==> config.mk <==
export PLATFORM = sky130hd
export DESIGN_NAME = pulse_measure_flat
export DESIGN_NICKNAME = d
export VERILOG_FILES = /design/src/rtl/pulse_measure_if.sv /design/src/rtl/pulse_measure.sv /design/src/flat_wrapper.sv
export SDC_FILE = /design/constraint.sdc
export NUM_CORES = 1
export LEC_CHECK = 0
export BUFFER_PORTS_ARGS = -buffer_cell sky130_fd_sc_hd__buf_2
export CAP_MARGIN = 10
export CELL_PAD_IN_SITES_DETAIL_PLACEMENT = 1
export CELL_PAD_IN_SITES_GLOBAL_PLACEMENT = 1
export CORE_ASPECT_RATIO = 0.9
export CORE_MARGIN = 5
export CORE_UTILIZATION = 35
export DETAILED_ROUTE_END_ITERATION = 8
export GPL_TIMING_DRIVEN = 0
export PLACE_DENSITY_LB_ADDON = 0.12
export RECOVER_POWER = 100
export SLEW_MARGIN = 20
export SYNTH_ARGS = -nofsm -noshare
export SYNTH_HDL_FRONTEND = slang
export SYNTH_SLANG_ARGS = --single-unit
==> constraint.sdc <==
create_clock -name CLK -period 2.35 [get_ports CLK]
set_input_delay 0.235 -clock CLK [delete_from_list [all_inputs] [get_ports CLK]]
set_output_delay 0.235 -clock CLK [all_outputs]
set_load 0.05 [all_outputs]
==> src/rtl/pulse_measure_if.sv <==
// Pulse-measurement bus: monitored level, counter clear and per-pulse results.
// The MINW/DROP pair exists only when PULSE_MEASURE_MINW_EN is defined.
`timescale 1ns/1ps

interface pulse_measure_if #(
  parameter int CBW = 8,
  parameter int PBW = 16
);
  logic           DIN;
  logic           CNT_CLR;
  logic           VALID;
  logic [CBW-1:0] WIDTH;
  logic           OVF;
  logic           BUSY;
  logic [PBW-1:0] PCNT;
  logic           PSAT;
`ifdef PULSE_MEASURE_MINW_EN
  logic [CBW-1:0] MINW;
  logic           DROP;

  modport master (
    input  DIN, CNT_CLR, MINW,
    output VALID, WIDTH, OVF, BUSY, PCNT, PSAT, DROP
  );

  modport slave (
    output DIN, CNT_CLR, MINW,
    input  VALID, WIDTH, OVF, BUSY, PCNT, PSAT, DROP
  );
`else
  modport master (
    input  DIN, CNT_CLR,
    output VALID, WIDTH, OVF, BUSY, PCNT, PSAT
  );

  modport slave (
    output DIN, CNT_CLR,
    input  VALID, WIDTH, OVF, BUSY, PCNT, PSAT
  );
`endif
endinterface

==> src/rtl/pulse_measure.sv <==
// Measures the width of each DIN pulse (DIN != RV) and reports it on pulse end.
// Optional minimum-width filter enabled by defining PULSE_MEASURE_MINW_EN.
//
//   state | meaning
//   IDLE  | d1 at rest level, waiting for a pulse
//   MEAS  | pulse in progress, cnt = active samples seen so far
`timescale 1ns/1ps

module pulse_measure #(
  parameter int   CBW = 8,
  parameter int   PBW = 16,
  parameter logic RV  = 1'b0
) (
  input logic            CLK,
  input logic            RST,
  pulse_measure_if.master bus
);

  localparam logic [0:0]     ST_IDLE = 1'b0;
  localparam logic [0:0]     ST_MEAS = 1'b1;
  localparam logic [CBW-1:0] CNT_MAX = '1;
  localparam logic [CBW-1:0] CNT_ONE = {{(CBW-1){1'b0}}, 1'b1};
  localparam logic [PBW-1:0] PCNT_MAX = '1;

  logic           d1;
  logic [0:0]     state;
  logic [CBW-1:0] cnt;
  logic           sat;

  logic           valid_q;
  logic [CBW-1:0] width_q;
  logic           ovf_q;
  logic [PBW-1:0] pcnt_q;
  logic           psat_q;
`ifdef PULSE_MEASURE_MINW_EN
  logic           drop_q;
`endif

  logic active;
  logic pulse_end;
  logic accept;

  always_comb begin
    active    = (d1 != RV);
    pulse_end = (state == ST_MEAS) && !active;
`ifdef PULSE_MEASURE_MINW_EN
    accept    = (cnt >= bus.MINW);
`else
    accept    = 1'b1;
`endif
  end

  // Input register plus measuring FSM; cnt holds at all-ones and flags sat.
  always_ff @(posedge CLK) begin
    if (RST) begin
      d1    <= RV;
      state <= ST_IDLE;
      cnt   <= '0;
      sat   <= 1'b0;
    end else begin
      d1 <= bus.DIN;
      case (state)
        ST_IDLE: begin
          if (active) begin
            state <= ST_MEAS;
            cnt   <= CNT_ONE;
            sat   <= 1'b0;
          end
        end
        ST_MEAS: begin
          if (active) begin
            if (cnt == CNT_MAX) begin
              sat <= 1'b1;
            end else begin
              cnt <= cnt + CNT_ONE;
            end
          end else begin
            state <= ST_IDLE;
          end
        end
        default: state <= ST_IDLE;
      endcase
    end
  end

  always_ff @(posedge CLK) begin
    if (RST) begin
      valid_q <= 1'b0;
      width_q <= '0;
      ovf_q   <= 1'b0;
    end else begin
      valid_q <= pulse_end && accept;
      if (pulse_end && accept) begin
        width_q <= cnt;
        ovf_q   <= sat;
      end
    end
  end

`ifdef PULSE_MEASURE_MINW_EN
  always_ff @(posedge CLK) begin
    if (RST) begin
      drop_q <= 1'b0;
    end else begin
      drop_q <= pulse_end && !accept;
    end
  end
`endif

  // A clear in the same cycle as a pulse end wins over the increment.
  always_ff @(posedge CLK) begin
    if (RST) begin
      pcnt_q <= '0;
      psat_q <= 1'b0;
    end else if (bus.CNT_CLR) begin
      pcnt_q <= '0;
      psat_q <= 1'b0;
    end else if (pulse_end && accept) begin
      if (pcnt_q == PCNT_MAX) begin
        psat_q <= 1'b1;
      end else begin
        pcnt_q <= pcnt_q + {{(PBW-1){1'b0}}, 1'b1};
      end
    end
  end

  assign bus.VALID = valid_q;
  assign bus.WIDTH = width_q;
  assign bus.OVF   = ovf_q;
  assign bus.BUSY  = (state == ST_MEAS);
  assign bus.PCNT  = pcnt_q;
  assign bus.PSAT  = psat_q;
`ifdef PULSE_MEASURE_MINW_EN
  assign bus.DROP  = drop_q;
`endif

endmodule

==> src/flat_wrapper.sv <==
// flat-port wrapper written by rule: the top's interface ports become plain ports
module pulse_measure_flat 
#(
  parameter int   CBW = 8,
  parameter int   PBW = 16,
  parameter logic RV  = 1'b0
)
  (CLK, RST, bus_DIN, bus_CNT_CLR, bus_VALID, bus_WIDTH, bus_OVF, bus_BUSY, bus_PCNT, bus_PSAT);
  pulse_measure_if #(.CBW(CBW), .PBW(PBW)) bus_i ();
  input logic CLK;
  input logic RST;
  input wire logic [$bits(bus_i.DIN)-1:0] bus_DIN;
  input wire logic [$bits(bus_i.CNT_CLR)-1:0] bus_CNT_CLR;
  output wire logic [$bits(bus_i.VALID)-1:0] bus_VALID;
  output wire logic [$bits(bus_i.WIDTH)-1:0] bus_WIDTH;
  output wire logic [$bits(bus_i.OVF)-1:0] bus_OVF;
  output wire logic [$bits(bus_i.BUSY)-1:0] bus_BUSY;
  output wire logic [$bits(bus_i.PCNT)-1:0] bus_PCNT;
  output wire logic [$bits(bus_i.PSAT)-1:0] bus_PSAT;
  assign bus_i.DIN = bus_DIN;
  assign bus_i.CNT_CLR = bus_CNT_CLR;
  assign bus_VALID = bus_i.VALID;
  assign bus_WIDTH = bus_i.WIDTH;
  assign bus_OVF = bus_i.OVF;
  assign bus_BUSY = bus_i.BUSY;
  assign bus_PCNT = bus_i.PCNT;
  assign bus_PSAT = bus_i.PSAT;
  pulse_measure #(.CBW(CBW), .PBW(PBW), .RV(RV)) u_core (.CLK(CLK), .RST(RST), .bus(bus_i));
endmodule
==> metrics, run 1 <==
status finished, final reports clean; initial antenna violation count 0; Worst Hold Path Cells 2; critical path's slowest cell or4_1; Rows 24; width of the die 85.4 um; Pwr Density 572 nW/um2; worst-path cell chain ha_1, nand3_1, or2_0, or4_1, a21oi_1; H-tree depth 2; Worst Hold Class primary input to flop; endpoint of the worst-slack reg-to-reg timing path u_core.bus.PCNT[6]$_SDFFE_PP0P_; Layout area overhead 15.1%; Clock Path Buffers 2; DR pass1 iterations 4; Syn Nets 214; sequential area share after synthesis between 40% and 50%; Detail Route Antenna Nets 0; CTS Sinks 38; TritonCTS Buffers 5; Setup Skew 0.0100 ns; synthesized area per cell 8.60 um2; Iter 0 DRT Violations 90; drt via density 5.35; r2r setup slk ~0.44 ns; Crit path depth 5; R2R cell count 5; Filler cells 628; fin util 42.1%; die area 6640 um2; hold buffer count at CTS 0; Final Hold Fails 0; top cell type's share of synthesized area 42.5%; fmax 525 MHz; port buffer count 30; vias 1664; Tcrit/Tclk final 81.1%; pin count of the biggest net entering global routing 12; post_cts resized 0; Post-CTS Setup Bufs 0; layout cells sized above 1 around 7.7%; worst endpoint data arrival time 2.12 ns; post-synthesis register bit count 38; Clock Latency Late Sink slightly below 0.3 ns; CTS Root Cell clkbuf_8; RSZ-0062 raised after global routing no; relative slew slack 59.3%; GR Util met1 21.8%; CTS clk-pin slew, worst paths 0.08 ns; Routed WL 4740 um; Hold Startpoint bus_DIN; Ports 32; Mapped Area 1790 um2; GR peak layer met2; CP startpoint kind flop; Post-Synthesis Cells 208; Req. time, crit path about 2.6 ns; DRC errors left 0; critical path class flop to flop; Inserted Diodes 0; Setup TNS 0 ns; Yosys cell types 41; Die Y 77.8 um; Crit path max-delay family simple AND/OR/NAND/NOR gates; Slew @ Worst Pin 0.613 ns; worst reg2reg startpoint u_core.bus.PCNT[0]$_SDFFE_PP0P_; core area 4890 um2; Global Route Usage Sum between 10% and 20%; worst-path fanout max 6; max-slew violation count 0; CP peak stage delay around 0.48 ns; fin nets 251; Peak VDD IR 245 uV; grt ovf 0; minimum clock period 1.91 ns; wire length per cell 15.2 um; TritonCTS clock tree done; first-pass GRT wire length 8180 um; CP Capture Type flop; GPL Wtd Cong 0.791; Final HPWL DP 3440 um; leak pwr about 0.66 nW; max cap viols 0; CP bufs+invs 0; vias in the first global route 1691; grt met2 use 21.9%; cell taking the most area after synthesis dfxtp_1; Hold Path End u_core.active$_SDFF_PP0_; final setup violation count 0; ranking of synthesized cells by area dfxtp_1, nand2_1, a21oi_1; starting density of the core a little over a third; M3 GR Usage under 10%; synth warn 0
power by group:
group          switching (mW)  internal, mW  total, mW  leakage [nW]
sequential            0.00494         0.647      0.652         0.307
clock                   0.232         0.237      0.469        0.0482
combinational          0.0408        0.0167     0.0574         0.308
total                   0.278         0.901       1.18         0.663
per-layer routing:
metal | wire, um | vias up | share of wire [%]
met4 | 51 | 0 | 1.1
met3 | 165 | 5 | 3.5
met2 | 1880 | 30 | 40
met1 | 2650 | 788 | 56
li1 | - | 841 | -
met5 | 0 | - | 0
per-stage QoR:
stage / power (mW) / instance area [um2] / instances / worst slack (ns) / hold slack, ns
6_report: 1.18 / 2060 / 311 / 0.444 / 0.173
2_1_floorplan: 0.709 / 1790 / 208 / 0.259 / 0.363
4_1_cts: 1.20 / 2110 / 311 / 0.440 / 0.159
3_3_place_gp: 0.729 / 2020 / 303 / 0.477 / 0.444
5_1_grt: 1.23 / 2060 / 311 / 0.291 / 0.154
3_5_place_dp: 0.729 / 2020 / 303 / 0.448 / 0.450
cells in the final DEF (no fill, tap or decap), types with 4 or more instances in the layout:
cell type  Yosys  layout
or4_1          4       4
o31ai_1        5       5
o21ai_0        5       5
a21oi_1       22      22
nor3_1         5       5
nand2_1       32      32
nor4_1         6       6
dfxtp_1       38      38
nand4_1        5       5
nand3_1       10      10
or3_1         11      11
clkbuf_1       7      37
nor2_1        10      10
clkbuf_8       0       6
mux2i_1        5       5
worst reg2reg max path, stage by stage (launching register included):
cell and delay, ns:
dfxtp_1 0.41, ha_1 0.24, nand3_1 0.23, or2_0 0.33, or4_1 0.48, a21oi_1 0.15
flip-flops by register name (all words and copies together), names as in the netlist:
signal / cells
u_core.bus.BUSY: 1
u_core.sat: 1
u_core.bus.VALID: 1
u_core.cnt: 8
u_core.active: 1
u_core.bus.PCNT: 16
u_core.bus.WIDTH: 8
u_core.bus.OVF: 1
u_core.bus.PSAT: 1
cells by family (layout without fill, tap and decap cells):
kind of cell	Yosys count	after routing	synth area share, %
AND/OR/NAND/NOR	100	100	31.2
flip-flops	38	38	42.5
AO/OA/AOI/OAI	48	48	17.1
buffers and inverters	14	52	4.41
adder cells (fa/ha/maj)	2	2	1.40
multiplexers	6	6	3.43
worst max path at each step:
stage | slack (ns) | endpoint | startpoint
floorplan | 0.26 | u_core.bus.PCNT[10]$_SDFFE_PP0P_ | u_core.bus.PCNT[0]$_SDFFE_PP0P_
global placement | 0.48 | u_core.bus.PCNT[10]$_SDFFE_PP0P_ | u_core.bus.PCNT[0]$_SDFFE_PP0P_
detailed placement | 0.45 | u_core.bus.PCNT[10]$_SDFFE_PP0P_ | u_core.bus.PCNT[0]$_SDFFE_PP0P_
CTS | 0.44 | u_core.bus.PCNT[10]$_SDFFE_PP0P_ | u_core.bus.PCNT[0]$_SDFFE_PP0P_
global route | 0.29 | u_core.bus.PCNT[14]$_SDFFE_PP0P_ | u_core.bus.PCNT[0]$_SDFFE_PP0P_
finish | 0.44 | u_core.bus.PCNT[6]$_SDFFE_PP0P_ | u_core.bus.PCNT[0]$_SDFFE_PP0P_
area by class of cell:
cell class	count	area, um2	share of cell area, %
Clock buffer	7	86.3	4.19
Inverter	3	11.3	0.547
Sequential cell	38	761	36.9
Clock inverter	1	5.00	0.243
Multi-Input combinational cell	156	940	45.6
Timing Repair Buffer	30	115	5.59
Buffer	11	60.1	2.92
Tap cell	65	81.3	3.95
cell usage after synthesis:
| master | n |
|---|---|
| or2_4 | 1 |
| and4_1 | 3 |
| and3_1 | 2 |
| nand2b_4 | 1 |
| nand2_1 | 32 |
| clkbuf_1 | 7 |
| a31oi_1 | 3 |
| nand4_4 | 1 |
| nor3_1 | 5 |
| ha_1 | 2 |
| o31ai_1 | 5 |
| a21o_1 | 1 |
| buf_4 | 1 |
| or3_1 | 11 |
| o211ai_1 | 2 |
| o311ai_0 | 1 |
| o41ai_1 | 1 |
| mux2_2 | 1 |
| o211a_1 | 2 |
| nor2b_1 | 2 |
| nand3_1 | 10 |
| nand2b_1 | 2 |
| nor4_4 | 1 |
| inv_1 | 3 |
| a21oi_1 | 22 |
| mux2i_1 | 5 |
| or3b_2 | 1 |
| o21ai_0 | 5 |
| nor2_1 | 10 |
| a311oi_2 | 1 |
| nor4_1 | 6 |
| dfxtp_1 | 38 |
| or2_2 | 2 |
| nand4_1 | 5 |
| or4_1 | 4 |
| nand3b_1 | 1 |
| buf_6 | 3 |
| a211o_1 | 1 |
| a211oi_1 | 2 |
| a22oi_1 | 1 |
| o21a_1 | 1 |
(Power assumes the default switching activity.)
==> run 2, diff against run 1 <==
==> constraint.sdc (replaced) <==
create_clock -name CLK -period 1.9 [get_ports CLK]
set_input_delay 0.19 -clock CLK [delete_from_list [all_inputs] [get_ports CLK]]
set_output_delay 0.19 -clock CLK [all_outputs]
set_load 0.05 [all_outputs]
==> run 2 against run 1 <==
Cell count up 0.96%; via count up 0.48%; critical endpoint is now u_core.bus.PCNT[11]$_SDFFE_PP0P_; routed wire length up 1.3%; largest power group unchanged; power up 23%; non-clock buffer count up 3; setup slack worse by 0.31 ns; sequential power up 24%.
==> metrics, run 2 (same netlist as run 1, synthesis figures left out) <==
status finished, final reports clean; pin count of the biggest net entering global routing 12; critical path's slowest cell nor4_1; worst-path fanout max 7; Setup TNS 0 ns; Global Route Usage Sum 15.2%; GPL Wtd Cong 0.789; Iter 0 DRT Violations 62; fmax around 560 MHz; Setup Skew 0.00306 ns; Inserted Diodes 0; Req. time, crit path 2.12 ns; Slew @ Worst Pin 0.617 ns; max cap viols 0; CTS clk-pin slew, worst paths 0.07 ns; hold_ws 0.121 ns; commonest non-fill, non-tap cell in the layout clkbuf_1; Peak VDD IR just under 400 uV; CP peak stage delay 0.40 ns; most frequent cells in the layout clkbuf_1, nand2_1, dfxtp_1, a21oi_1, or3_1; CP startpoint kind flop; Die Y 77.8 um; drt via density ~5.3; minimum clock period 1.77 ns; starting density of the core 36.6%; first-pass GRT wire length slightly above 8000 um; Clock Latency Late Sink about 0.29 ns; vias 1672; width of the die 85.4 um; Worst Hold Class primary input to flop; Final Hold Fails 0; CP Capture Type flop; core area 4890 um2; max-slew violation count 0; port buffer count 30; Routed WL between 4000 and 5000 um; CP bufs+invs 2; Tcrit/Tclk final 93.2%; wire length per cell 15.3 um; Final HPWL DP ~3500 um; worst-path cell chain ha_1, nand3_2, nor4_4, buf_4, clkbuf_1, nor4_1, mux2i_1; RSZ-0062 raised after global routing no; leak pwr 0.687 nW; Detail Route Antenna Nets 0; worst endpoint data arrival time 1.99 ns; TritonCTS Buffers 5; vias in the first global route 1604; die area 6640 um2; DRC errors left 0; DR pass1 iterations 4; Pwr Density about 700 nW/um2; final setup violation count 0; layout cells sized above 1 14.5%; initial antenna violation count 0; Ports 32; CTS Root Cell clkbuf_8; fin nets 254; TritonCTS clock tree done; grt ovf 0; max FFs per register 16; critical path class flop to flop; Clock Path Buffers 2; CTS Sinks 38; Rows 24; Layout area overhead 18.3%; Crit path max-delay family simple AND/OR/NAND/NOR gates; relative slew slack 59.0%; H-tree depth 2
==> run 2: cell types whose count changed in the layout (fill, tap and decap cells not counted), sizes merged <==
cell	before	now
clkbuf	43	45
buf	5	6
==> run 2: layout make-up <==
class                      instances  area [um2]
multi-input combinational        156         961
timing repair buffer              33         134
sequential                        38         773
clock inverter                     1        5.00
buffer                            11        65.1
inverter                           3        11.3
fill                             617        2780
clock buffer                       7        86.3
tap                               65        81.3
==> run 2: per-layer routing <==
metal | up-vias | GRT usage (%) | wire (um)
met4 | 0 | 3.32 | 23
met3 | 2 | 4.87 | 218
met2 | 35 | 20.3 | 1890
met5 | - | 0 | 0
met1 | 788 | 23.3 | 2680
li1 | 847 | - | -
==> run 2: path summary, 6_finish.rpt <==
path | startpoint | depth (start not counted) | slack, ns | end
worst max-delay path | u_core.bus.PCNT[0]$_SDFFE_PP0P_ | 7 | 0.13 | u_core.bus.PCNT[11]$_SDFFE_PP0P_
worst min register to register | u_core.bus.WIDTH[5]$_SDFFE_PP0P_ | 2 | 0.46 | u_core.bus.WIDTH[5]$_SDFFE_PP0P_
worst min-delay path | bus_DIN | 2 | 0.12 | u_core.active$_SDFF_PP0_
worst max register to register | u_core.bus.PCNT[0]$_SDFFE_PP0P_ | 7 | 0.13 | u_core.bus.PCNT[11]$_SDFFE_PP0P_
==> run 2: what timing repair did <==
| item | in CTS | in global routing |
|---|---|---|
| hold buffers | 0 | 0 |
| setup endpoints to repair | 0 | 8 |
| buffers inserted | 0 | 3 |
| gates resized for setup | 0 | 3 |
==> run 2: per-stage QoR <==
| step | area [um2] | utilization, % | instances | total power, mW | setup WS (ns) |
|---|---|---|---|---|---|
| after floorplan | 1800 | - | 208 | 0.877 | 0.00238 |
| after global placement | 2030 | 41.5 | 303 | 0.901 | 0.0850 |
| after detailed placement | 2030 | 41.5 | 303 | 0.901 | 0.0630 |
| after CTS | 2120 | 43.4 | 311 | 1.48 | 0.0497 |
| after global routing | 2120 | 43.3 | 314 | 1.52 | 0.0109 |
| final | 2120 | 43.3 | 314 | 1.45 | 0.129 |
==> run 2: report_power, final <==
group          leakage [nW]  switching, mW  total [mW]  internal, mW
clock                0.0482          0.277       0.570         0.293
combinational         0.327         0.0504      0.0733        0.0229
sequential            0.312        0.00710       0.808         0.801
total                 0.687          0.335        1.45          1.12
